--- config.mk ---
export PLATFORM = sky130hd
export DESIGN_NAME = conv_mac_unit
export DESIGN_NICKNAME = d
export VERILOG_FILES = /design/src/rtl/conv_mac_unit.sv
export SDC_FILE = /design/constraint.sdc
export NUM_CORES = 1
export LEC_CHECK = 0
export CORE_MARGIN = 10
export CORE_UTILIZATION = 58
export CTS_BUF_LIST = sky130_fd_sc_hd__clkbuf_8
export DETAILED_ROUTE_END_ITERATION = 10
export GPL_ROUTABILITY_DRIVEN = 1
export GPL_TIMING_DRIVEN = 0
export PLACE_DENSITY = 0.77
export SYNTH_ARGS = -nofsm -noshare
export SYNTH_HDL_FRONTEND = slang
export SYNTH_SLANG_ARGS = --single-unit
--- constraint.sdc ---
create_clock -name clk -period 4.45 [get_ports clk]
set_clock_uncertainty 0.1 [all_clocks]
set_input_delay 0.89 -clock clk [delete_from_list [all_inputs] [get_ports clk]]
set_output_delay 0.89 -clock clk [all_outputs]
set_load 0.01 [all_outputs]
--- src/rtl/conv_mac_unit.sv ---
// conv_mac_unit: sequential multiply-accumulate for one convolution / FC window.
// Accepts KERNEL_SIZE signed (pixel, weight) pairs after a start/bias load,
// accumulates the products in the 2*FRAC_BITS fixed-point domain, then
// rescales, optionally applies ReLU, saturates and emits one result pulse.
module conv_mac_unit #(
  parameter int IN_WIDTH    = 16,
  parameter int DATA_WIDTH  = 32,
  parameter int KERNEL_SIZE = 25,
  parameter int FRAC_BITS   = 8,
  parameter int ACC_WIDTH   = 48,
  parameter int RELU_EN     = 1
) (
  input  logic                         clk,
  input  logic                         reset,
  input  logic                         start,
  input  logic signed [IN_WIDTH-1:0]   bias,
  input  logic signed [IN_WIDTH-1:0]   pixel_in,
  input  logic signed [IN_WIDTH-1:0]   weight_in,
  input  logic                         in_valid,
  output logic                         in_ready,
  output logic signed [DATA_WIDTH-1:0] result_out,
  output logic                         result_valid,
  output logic                         overflow,
  output logic                         busy
);

  localparam int CNT_W  = $clog2(KERNEL_SIZE + 1);
  localparam int PROD_W = 2 * IN_WIDTH;

  // Saturation bounds of the output format, expressed at accumulator width.
  localparam logic signed [ACC_WIDTH-1:0] SAT_MAX =
    {{(ACC_WIDTH-DATA_WIDTH+1){1'b0}}, {(DATA_WIDTH-1){1'b1}}};
  localparam logic signed [ACC_WIDTH-1:0] SAT_MIN =
    {{(ACC_WIDTH-DATA_WIDTH+1){1'b1}}, {(DATA_WIDTH-1){1'b0}}};

  typedef enum logic [1:0] {IDLE, ACCUM, DRAIN, OUT} state_t;

  state_t                         state_q, state_d;
  logic signed [ACC_WIDTH-1:0]    acc_q, acc_d;
  logic [CNT_W-1:0]               cnt_q, cnt_d;
  logic signed [PROD_W-1:0]       prod_q, prod_d;
  logic                           prod_vld_q, prod_vld_d;
  logic signed [DATA_WIDTH-1:0]   result_q, result_d;
  logic                           result_valid_q, result_valid_d;
  logic                           overflow_q, overflow_d;
  logic                           accept;
  logic [DATA_WIDTH:0]            sat_res;
  logic signed [ACC_WIDTH-1:0]    bias_ext;
  logic signed [ACC_WIDTH-1:0]    prod_ext;

  // Drop the product fraction (floor), apply ReLU, then clamp to DATA_WIDTH.
  // Returns {overflow, value}.
  function automatic logic [DATA_WIDTH:0] rescale_sat(input logic signed [ACC_WIDTH-1:0] a);
    logic signed [ACC_WIDTH-1:0] s;
    s = a >>> FRAC_BITS;
    if (RELU_EN != 0 && s < 0) return '0;
    if (s > SAT_MAX) return {1'b1, SAT_MAX[DATA_WIDTH-1:0]};
    if (s < SAT_MIN) return {1'b1, SAT_MIN[DATA_WIDTH-1:0]};
    return {1'b0, s[DATA_WIDTH-1:0]};
  endfunction

  assign bias_ext = {{(ACC_WIDTH-IN_WIDTH){bias[IN_WIDTH-1]}}, bias};
  assign prod_ext = {{(ACC_WIDTH-PROD_W){prod_q[PROD_W-1]}}, prod_q};

  // Next-state, datapath update and handshake decode.
  always_comb begin
    state_d        = state_q;
    acc_d          = acc_q;
    cnt_d          = cnt_q;
    prod_d         = prod_q;
    prod_vld_d     = 1'b0;
    result_d       = result_q;
    result_valid_d = 1'b0;
    overflow_d     = 1'b0;
    in_ready       = (state_q == ACCUM);
    accept         = in_ready && in_valid;
    sat_res        = rescale_sat(acc_q);

    // The product registered on the previous accept is folded in one edge later,
    // so the multiplier and adder sit in separate stages.
    if (prod_vld_q) acc_d = acc_q + prod_ext;

    case (state_q)
      IDLE: begin
        if (start) begin
          // Bias is shifted into the 2*FRAC_BITS product format.
          acc_d   = bias_ext <<< FRAC_BITS;
          cnt_d   = '0;
          state_d = ACCUM;
        end
      end
      ACCUM: begin
        if (accept) begin
          prod_d     = pixel_in * weight_in;
          prod_vld_d = 1'b1;
          cnt_d      = cnt_q + CNT_W'(1);
          if (cnt_q == CNT_W'(KERNEL_SIZE - 1)) state_d = DRAIN;
        end
      end
      DRAIN: begin
        state_d = OUT;
      end
      OUT: begin
        result_d       = sat_res[DATA_WIDTH-1:0];
        overflow_d     = sat_res[DATA_WIDTH];
        result_valid_d = 1'b1;
        state_d        = IDLE;
      end
      default: state_d = IDLE;
    endcase
  end

  // State and datapath registers; reset discards any partial window.
  always_ff @(posedge clk or posedge reset) begin
    if (reset) begin
      state_q        <= IDLE;
      acc_q          <= '0;
      cnt_q          <= '0;
      prod_q         <= '0;
      prod_vld_q     <= 1'b0;
      result_q       <= '0;
      result_valid_q <= 1'b0;
      overflow_q     <= 1'b0;
    end else begin
      state_q        <= state_d;
      acc_q          <= acc_d;
      cnt_q          <= cnt_d;
      prod_q         <= prod_d;
      prod_vld_q     <= prod_vld_d;
      result_q       <= result_d;
      result_valid_q <= result_valid_d;
      overflow_q     <= overflow_d;
    end
  end

  assign result_out   = result_q;
  assign result_valid = result_valid_q;
  assign overflow     = overflow_q;
  assign busy         = (state_q != IDLE);

endmodule
== Word level (Yosys, flattened, before mapping) ==
Cells that the tools add are included.

* Output and inout bits: 36
* Word-level logic and storage cells: 54
* Register bits: 122

* Muxes and demuxes: 26
* Add/sub/neg operators: 2
* Multiply operators: 1
* Equality and inequality tests: 7
* Reductions and logical operators: 7
* Order comparisons: 3

{| class="wikitable"
|+ Operators by type and width
! operator !! count
|-
| two-way mux 33 bit || 6
|-
| two-way mux 48 bit || 3
|-
| adder 48 x 32 -> 48 bit || 1
|-
| > comparator 40 x 32 -> 1 bit, second input constant || 1
|-
| < comparator 40 x 1 -> 1 bit, second input constant || 1
|-
| < comparator 40 x 32 -> 1 bit, second input constant || 1
|-
| multiplier 16 x 16 -> 32 bit || 1
|-
| two-way mux 1 bit || 10
|-
| two-way mux 5 bit || 2
|-
| case mux 5 bit (2 select lines) || 1
|-
| case mux 2 bit (4 select lines) || 1
|-
| two-way mux 2 bit || 3
|-
| AND reduction 3 bit || 2
|-
| adder 5 x 1 -> 5 bit, second input constant || 1
|-
| == test 5 bit, second input constant || 1
|-
| == test 2 bit, second input constant || 2
|-
| inequality test 2 x 1 -> 1 bit, second input constant || 2
|-
| nonzero test 2 bit || 2
|-
| == test 2 x 1 -> 1 bit, second input constant || 1
|-
| logical NOT 2 bit || 1
|-
| inequality test 2 bit, second input constant || 1
|-
| AND reduction 2 bit || 1
|-
| logical AND 1 bit || 1
|}

== Depth between registers and ports, before layout ==
Gate-level depths: netlist of the first run.

* Depth in word-level cells: 9
* Depth in mapped cells: 25
* Gate-level depth less buffers: 24

== Least setup slack after synthesis of the first run ==
Ideal clock, no wire load.

* Path type: input-to-reg
* Start point: input port pixel_in[15]
* End point: register prod_q[30]
* Arrival: 6.686 ns
* Slack: -2.465 ns
* Buffers on the path: 1
* Stages on the path: 20
* Required time: 4.221 ns
* Library setup time: 0.129 ns
* Cells stage by stage: clkbuf_1 > nand2_1 > fa_1 > inv_1 > fa_1 > inv_1 > fa_1 > fa_1 > fa_1 > fa_1 > inv_1 > ha_1 > nor2b_1 > o21ai_0 > nand2_1 > o311a_1 > a311o_1 > a21oi_2 > xor2_1 > o21ai_1

* Longest elaborated chain between the ends: 1

{| class="wikitable"
|+ RTL lines
! element !! line !! RTL
|-
| start: declaration || 17 || <nowiki>input logic signed [IN_WIDTH-1:0] pixel_in,</nowiki>
|-
| multiplier 16 x 16 -> 32 bit || 94 || <nowiki>prod_d = pixel_in * weight_in;</nowiki>
|-
| end signal: assignment || 128 || <nowiki>prod_q <= prod_d;</nowiki>
|-
| end: declaration || 41 || <nowiki>logic signed [PROD_W-1:0] prod_q, prod_d;</nowiki>
|}

Every way passes these cells.
A chain may end at the register's enable or synchronous reset.

== Worst setup path in the final report of the first run ==
* Start point: input port weight_in[5]
* End point: register prod_q[30]

* Longest elaborated chain between the ends: 1

{| class="wikitable"
|+ RTL lines
! element !! line !! RTL
|-
| start: declaration || 18 || <nowiki>input logic signed [IN_WIDTH-1:0] weight_in,</nowiki>
|-
| multiplier 16 x 16 -> 32 bit || 94 ||
|}

Every way passes these cells.

==> impl_metrics.env, run 1 <==
export IMPL_post_route_cell_area_sq_um=21080
export IMPL_drive_above_1_share=0.1653
export IMPL_post_drt_via_cell_ratio=5.594
export IMPL_routedWlPerCell_um=18.81
export IMPL_setup_violations=25
export IMPL_first_pass_iters=5
export IMPL_track_usage=0.2466
export IMPL_path_clk_slew_ns=0.08
export IMPL_core_sq_um=29720
export IMPL_nFillCells=2176
export IMPL_synthFlopType="dfrtp_1"
export IMPL_start_util=0.5901
export IMPL_required_ns=4.68
export IMPL_dpl_instance_area_sq_um=19330
export IMPL_die_w_um=193.9
export IMPL_drc_errors=0
export IMPL_regArea_sq_um=3053
export IMPL_hold_violations=0
export IMPL_ys_seq_area_frac=0.1741
export IMPL_relSlewSlack=0.4425
export IMPL_antennaDiodeCount=0
export IMPL_synth_distinct_cells=74
export IMPL_cts_sinks=122
export IMPL_grt_max_degree=65
export IMPL_syn_area_sq_um=17540
export IMPL_min_period_ns=6.561
export IMPL_dpl_worst_slack_ns=-3.243
export IMPL_die_area_sq_um=37590
export IMPL_ant_nets=0
export IMPL_cts_tree="built"
export IMPL_numCtsBuffers=17
export IMPL_violations="negative setup slack"
export IMPL_finalCritPeriodShare=1.474
export IMPL_gp_congestion=0.9594
export IMPL_crit_slowest_cell="fa_1"
export IMPL_path_class="in2reg"
export IMPL_layout_commonest_cell="inv_1"
export IMPL_grt_setup_unrepaired="true"
export IMPL_worstMarginPinSlew_ns=0.8362
export IMPL_multi_input_area_sq_um=13440
export IMPL_syn_inst=1960
export IMPL_dp_cells=2438
export IMPL_fp_dieH_um=193.9
export IMPL_critPathMaxStageDelay_ns=0.57
export IMPL_area_growth_pct=20.24
export IMPL_maxSlewViolCount=0
export IMPL_grt_pass1_wl_mm=76.40
export IMPL_first_global_vias=14830
export IMPL_yosysWarnings=0
export IMPL_htreeDepth=4
export IMPL_pin_count=88
export IMPL_outcome="finished with violations"
export IMPL_drv_cap=0
export IMPL_cpMostUsedCell="fa_1"
export IMPL_grt_overflow_total=0
export IMPL_path_buf_inv=7
export IMPL_ctsRootBufferMaster="clkbuf_8"
export IMPL_dp_hpwl_mm=37.03
export IMPL_synth_nets=2411
export IMPL_final_util=0.7095
export IMPL_critical_path_arrival_ns=6.79
export IMPL_worstSkewPairLatency_ns=0.45
export IMPL_critPathTopFamily="adder cells"
export IMPL_end_kind="register"
export IMPL_async_reset_ff_frac=1.000
export IMPL_routed_wl_mm=47.85
export IMPL_cts_hold_buffers=0
export IMPL_cp_max_fo=5
export IMPL_io_buffers=87
export IMPL_hold_class="reg2reg"
export IMPL_synth_seq_cells=122
export IMPL_layout_common_cells="inv_1 (353), fa_1 (249), nand2_1 (220)"
export IMPL_std_cell_rows=63
export IMPL_fmax_mhz=152.4
export IMPL_clockBufferDepth=2
export IMPL_final_cells=2544
export IMPL_fin_ws_ns=-2.111
export IMPL_route_vias_total=14231
export IMPL_drt_initial_drc_count=956
export IMPL_synth_edf_count=0
export IMPL_cp_start_kind="primary input"
export IMPL_syn_area_per_cell_sq_um=8.947
export IMPL_fin_nets=2592
export IMPL_cp_cell_sequence="buf_12 -> buf_8 -> buf_6 -> and2_4 -> fa_1 -> inv_2 -> fa_1 -> fa_1 -> inv_2 -> fa_1 -> fa_1 -> inv_2 -> fa_1 -> inv_2 -> ha_4 -> and3_4 -> nand3_4 -> or4_4 -> a211oi_4 -> o311a_1 -> a311o_1 -> a21oi_2 -> xor2_1 -> o21ai_1"
export IMPL_antenna_found_initial=0
-- cells by family (layout without fill, tap and decap cells) --
| family | Yosys count | after routing | share of synthesized area |
|---|---|---|---|
| AO/OA/AOI/OAI | 347 | 347 | 0.1257 |
| adder cells (fa/ha/maj) | 399 | 399 | 0.3973 |
| flip-flops | 122 | 122 | 0.1741 |
| buffers and inverters | 463 | 657 | 0.09968 |
| multiplexers | 36 | 36 | 0.02119 |
| AND/OR/NAND/NOR | 517 | 517 | 0.1441 |
| XOR/XNOR | 76 | 76 | 0.03796 |
-- routing by layer --
metal,wire [um],GRT usage,vias up,share of wire
met5,0,0,-,0
met2,22900,0.4121,509,0.48
li1,-,-,6554,-
met1,20230,0.3181,7051,0.42
met4,1758,0.08631,0,0.037
met3,2956,0.03994,117,0.062
-- state kept, by name (all words and copies together), names as in the netlist --
name,cells
acc_q,48
prod_q,32
result_out,32
cnt_q,5
state_q,2
overflow,1
prod_vld_q,1
result_valid,1
-- worst min-delay path, cell delays in order, from the launching register on --
cell and delay (ns):
dfrtp_1 0.35, nand2_1 0.05, o21ai_0 0.06
-- repair_timing --
item                                    in CTS  in global routing
setup buffers                               55                 18
pin swaps                                   68                 52
endpoints found under the setup margin      26                 25
gates cloned                                 1                  0
resized for setup                          305                 67
-- cells in the mapped netlist (5+ instances only) --
library cell | count | area share
mux2i_1 | 27 | 0.015
nand3_1 | 19 | 0.0054
a31oi_1 | 10 | 0.0036
xnor2_1 | 53 | 0.026
o31ai_1 | 5 | 0.0021
nand4_1 | 11 | 0.0039
a21o_1 | 40 | 0.017
a211oi_1 | 10 | 0.0043
inv_1 | 387 | 0.083
nor3_1 | 20 | 0.0057
clkbuf_1 | 67 | 0.014
o21ai_0 | 135 | 0.039
nand2_1 | 229 | 0.049
or3_1 | 5 | 0.0018
ha_1 | 136 | 0.097
nand2b_1 | 12 | 0.0043
and3_1 | 5 | 0.0018
mux2_2 | 9 | 0.0058
fa_1 | 263 | 0.30
nor2b_1 | 6 | 0.0021
and2_1 | 131 | 0.047
nor2_1 | 58 | 0.012
xor2_1 | 23 | 0.011
a21oi_1 | 83 | 0.024
o211ai_1 | 6 | 0.0026
dfrtp_1 | 122 | 0.17
o21bai_1 | 8 | 0.0034
-- through the flow --
stage / setup TNS, ns / hold slack, ns
after global placement: -230.82 / 0.3724
after floorplan: -32.75 / 0.3526
final: -37.31 / 0.3878
after global routing: -40.75 / 0.4255
after detailed placement: -63.02 / 0.3780
after CTS: -32.98 / 0.3954
-- path summary, 6_finish.rpt --
path | from | end | slack, ns | cells after the start
min in group asynchronous | reset | result_out[28]$_DFFE_PP0P_ | 0.76 | 2
setup / recovery | weight_in[5] | prod_q[30]$_DFFE_PP0P_ | -2.11 | 24
max in group asynchronous | reset | prod_q[6]$_DFFE_PP0P_ | 2.78 | 3
setup reg to reg | prod_q[31]$_DFFE_PP0P_ | acc_q[47]$_DFF_PP0_ | 0.84 | 12
hold / removal | prod_q[20]$_DFFE_PP0P_ | prod_q[20]$_DFFE_PP0P_ | 0.39 | 2
hold reg to reg | prod_q[20]$_DFFE_PP0P_ | prod_q[20]$_DFFE_PP0P_ | 0.39 | 2
-- area by class of cell --
| class | instances | share of cell area |
|---|---|---|
| multi-input combinational | 1375 | 0.6376 |
| sequential | 122 | 0.1448 |
| timing repair buffer | 162 | 0.07311 |
| inverter | 388 | 0.06967 |
| buffer | 75 | 0.03323 |
| tap | 390 | 0.02314 |
| clock buffer | 17 | 0.01110 |
| clock inverter | 15 | 0.007359 |
Power of run 1 is not shown: default switching activity piles up to over one toggle a cycle in this logic, so the estimate is an artifact.
==> run 2: changes to the inputs <==
CTS_CLUSTER_DIAMETER = 50   (was not set)
==> results of run 2 <==
The final DEF is identical to that of run 1; final timing and power are the same.
Power of run 2 is left out for the same reason.
